$ cat src/rtl/conv_2d.sv
// 3x3 signed convolution: kernel and pixel window are 3-column shift registers,
// and o_pixel registers the full-precision dot product of the pre-edge contents.
module conv_2d (
  input  logic               clk,
  input  logic               i_nrst,
  input  logic               i_load_knl,
  input  logic               i_en_conv,
  input  logic signed [7:0]  i_data1,
  input  logic signed [7:0]  i_data2,
  input  logic signed [7:0]  i_data3,
  output logic signed [20:0] o_pixel
);

  // Indexed [column][row]; column 0 is the oldest column.
  logic signed [7:0]  knl  [3][3];
  logic signed [7:0]  win  [3][3];
  logic signed [15:0] prod [3][3];
  logic signed [20:0] sum;

  always_comb begin
    sum = '0;
    for (int c = 0; c < 3; c++) begin
      for (int r = 0; r < 3; r++) begin
        prod[c][r] = knl[c][r] * win[c][r];
        sum = sum + {{5{prod[c][r][15]}}, prod[c][r]};
      end
    end
  end

  always_ff @(posedge clk or negedge i_nrst) begin
    if (!i_nrst) begin
      for (int c = 0; c < 3; c++) begin
        for (int r = 0; r < 3; r++) begin
          knl[c][r] <= '0;
          win[c][r] <= '0;
        end
      end
      o_pixel <= '0;
    end else if (i_load_knl) begin
      // Kernel load wins over convolution; window and result hold.
      knl[0] <= knl[1];
      knl[1] <= knl[2];
      knl[2][0] <= i_data1;
      knl[2][1] <= i_data2;
      knl[2][2] <= i_data3;
    end else if (i_en_conv) begin
      win[0] <= win[1];
      win[1] <= win[2];
      win[2][0] <= i_data1;
      win[2][1] <= i_data2;
      win[2][2] <= i_data3;
      o_pixel <= sum;
    end
  end

endmodule

$ cat config.mk
export PLATFORM = sky130hd
export DESIGN_NAME = conv_2d
export DESIGN_NICKNAME = d
export VERILOG_FILES = /design/src/rtl/conv_2d.sv
export SDC_FILE = /design/constraint.sdc
export NUM_CORES = 2
export LEC_CHECK = 0
export CAP_MARGIN = 20
export CORE_AREA = 2 2 251 376
export CTS_CLUSTER_SIZE = 16
export DETAILED_ROUTE_END_ITERATION = 7
export DIE_AREA = 0 0 253 378
export GPL_TIMING_DRIVEN = 0
export MAX_ROUTING_LAYER = met4
export PLACE_DENSITY_LB_ADDON = 0.15
export SLEW_MARGIN = 20
export SYNTH_ARGS = -nofsm -noshare
export SYNTH_HDL_FRONTEND = slang
export SYNTH_SLANG_ARGS = --single-unit
$ cat constraint.sdc
create_clock -name clk -period 12.55 [get_ports clk]
set_clock_uncertainty 0.2 [all_clocks]
set_input_delay 2.51 -clock clk [delete_from_list [all_inputs] [get_ports clk]]
set_output_delay 2.51 -clock clk [all_outputs]
set_load 0.02 [all_outputs]
==> metrics.yaml <==
critPathArrivalTime_ns: 11.98
fp.dieH_um: 378
cp-start-kind: "flop"
placement.io_buffers: 48
top_usage_layer: "met2"
worstHoldPathType: "reg2reg"
end_kind: "flop"
synth.cell_area_um2: 32090
ys.flop_type: "dfrtp_1"
grt_max_degree: 86
cts_tree: "done"
rr_endpoint: "o_pixel[20]"
cts_resized: 0
setup_viol: 0
clkTransAtPathRegs_ns: 0.08
hold_buffers: 0
core_area_um2: 92560
die_w_um: 253
fillers: 9528
yosys_warnings: 0
drive_gt1_frac: 0.03943
slowest_delay_ns: 0.60
hold_path_depth: 2
r2r.worst_path.cells: 38
cts.sinks: 165
ys_types: 54
antenna_found_initial: 3
syn_inst: 3242
insertion_delay_ns: 0.54
reg2reg_slack_ns: 0.77
critical_path_class: "reg2reg"
fmax_ghz: 0.08491
wirelength_mm: 89.47
h-tree-depth: 4
crit_path_top_delay_cell: "o31ai_4"
cts_root_buf: "clkbuf_16"
die_area_um2: 95630
grt_usage: 0.2089
drtAntennaViolNets: 0
place_congestion: 0.8686
r2r-start: "knl[4]"
hold_end: "o_pixel[0]"
synthesis.nets: 4242
hold_viol: 0
cts_buffer_depth: 2
synth_top_area_frac: 0.4611
syn-mean-instance-area_um2: 9.897
final_cells: 4504
layout_common_cells: "841 x inv_1, 739 x fa_1, 440 x nand2_1"
cts_inserted_buffers: 17
slew_headroom: 0.2752
grtUsageMet3: 0.01650
dp_hpwl_mm: 78.86
rows: 137
cpMostUsedCell: "fa_1"
grt_pass1_wl_mm: 142.2
period_needed_ns: 11.78
wl_per_cell_um: 19.86
dpl.cell_count: 4472
gr-total-overflow: 0
drc: 0
drt_pass1_iterations: 5
grt_pass1_vias: 23880
area_delta_synth_final_pct: 8.306
status: "finished, final reports clean"
dp_slack_ns: 0.5002
vias_per_cell: 4.618
rsz0062_at_grt: "false"
crit_fanout: 10
synth_area_leaders: "fa_1 46%, dfrtp_1 13%, inv_1 9.8%"
synth_area_leader_cell: "fa_1"
ios: 49
nets: 4309
finalCritPeriodShare: 0.9385
use_met1: 0.2172
setup_tns_ns: 0
synth-seq-area-share: 0.1287
vias: 20800
layout_commonest_cell: "inv_1"
fin_ws_ns: 0.7724
tightestPinTransition_ns: 1.087
start_util: 0.3466
synth-edff-count: 0
drv_slew: 0
drt_iter0_drc: 726
met2_usage: 0.4057
max_cap_violations: 0
holdCritStartpoint: "o_pixel[0]"
synthArstFlopShare: 1.000
holdWs_ns: 0.2785
ys_seq_elements: 165
cts_setup_buffers: 0
required_ns: 12.75
-- worst max-delay path: cells and delay by family, from the launching register on --
family	cells	cell delay, ns
buf+inv	10	0.76
flops	1	0.37
compound gates	8	2.30
fa+ha+maj	16	7.21
xor+xnor	1	0.15
simple gates	2	0.37
mux	1	0.23
-- logic make-up (layout without fill, tap and decap cells) --
group                    Yosys count  count (layout)  share of synthesized area
other                              0               1                          0
XOR/XNOR                          65              65                    0.01774
flip-flops                       165             165                     0.1287
AO/OA/AOI/OAI                    110             110                    0.02285
multiplexers                      80              80                    0.02796
buffers and inverters            946            1026                     0.1107
AND/OR/NAND/NOR                  904             904                     0.1402
adder cells (fa/ha/maj)          972             972                     0.5519
-- cell type report --
class,instances,area (µm²),area share
Clock inverter,15,212.7,0.006121
Timing Repair Buffer,49,513.0,0.01476
Multi-Input combinational cell,2131,24440,0.7031
Buffer,104,399.1,0.01149
Antenna cell,1,2.502,0.00007201
Clock buffer,17,425.4,0.01224
Inverter,841,3157,0.09084
Tap cell,1181,1478,0.04252
Sequential cell,165,4129,0.1188
-- worst max-delay path by stage --
stage / cells after the start / slack, ns / to / startpoint
after floorplan: 41 / 1.95 / o_pixel[20] / knl[23]
after global placement: 36 / 0.57 / o_pixel[20] / win[2]
after detailed placement: 38 / 0.50 / o_pixel[20] / knl[4]
after CTS: 38 / 0.46 / o_pixel[20] / knl[4]
after global routing: 37 / 0.04 / o_pixel[20] / win[18]
final: 38 / 0.77 / o_pixel[20] / knl[4]
-- registers in the layout, indices dropped and copies added (netlist names) --
signal,count
knl,72
win,72
o_pixel,21
-- per-stage QoR --
step,util,instance area [µm²]
finish,0.3754,34750
global route,0.3754,34750
detailed placement,0.3683,34090
global placement,0.3678,34050
floorplan,-,32090
CTS,0.3752,34730
-- cells in the mapped netlist, types with 4 or more instances --
cell type,count
xnor2_1,42
nand2b_1,31
inv_1,841
nor2_1,20
ha_1,233
a21o_1,12
nor2b_1,47
mux2_2,77
a21oi_1,33
o21ai_0,23
fa_1,739
nand2_1,440
nand3_1,10
nor3_1,9
xor2_1,23
clkbuf_1,104
and2_1,326
o21a_1,8
or3_1,5
dfrtp_1,165
a211oi_1,4
-- routing by layer --
layer,share of wire,routed length [µm]
met1,0.37,32900
met2,0.58,51640
met5,0,0
met3,0.015,1380
met4,0.040,3546
Power is not shown: default switching activity piles up to over one toggle a cycle in this logic, so the estimate is an artifact.
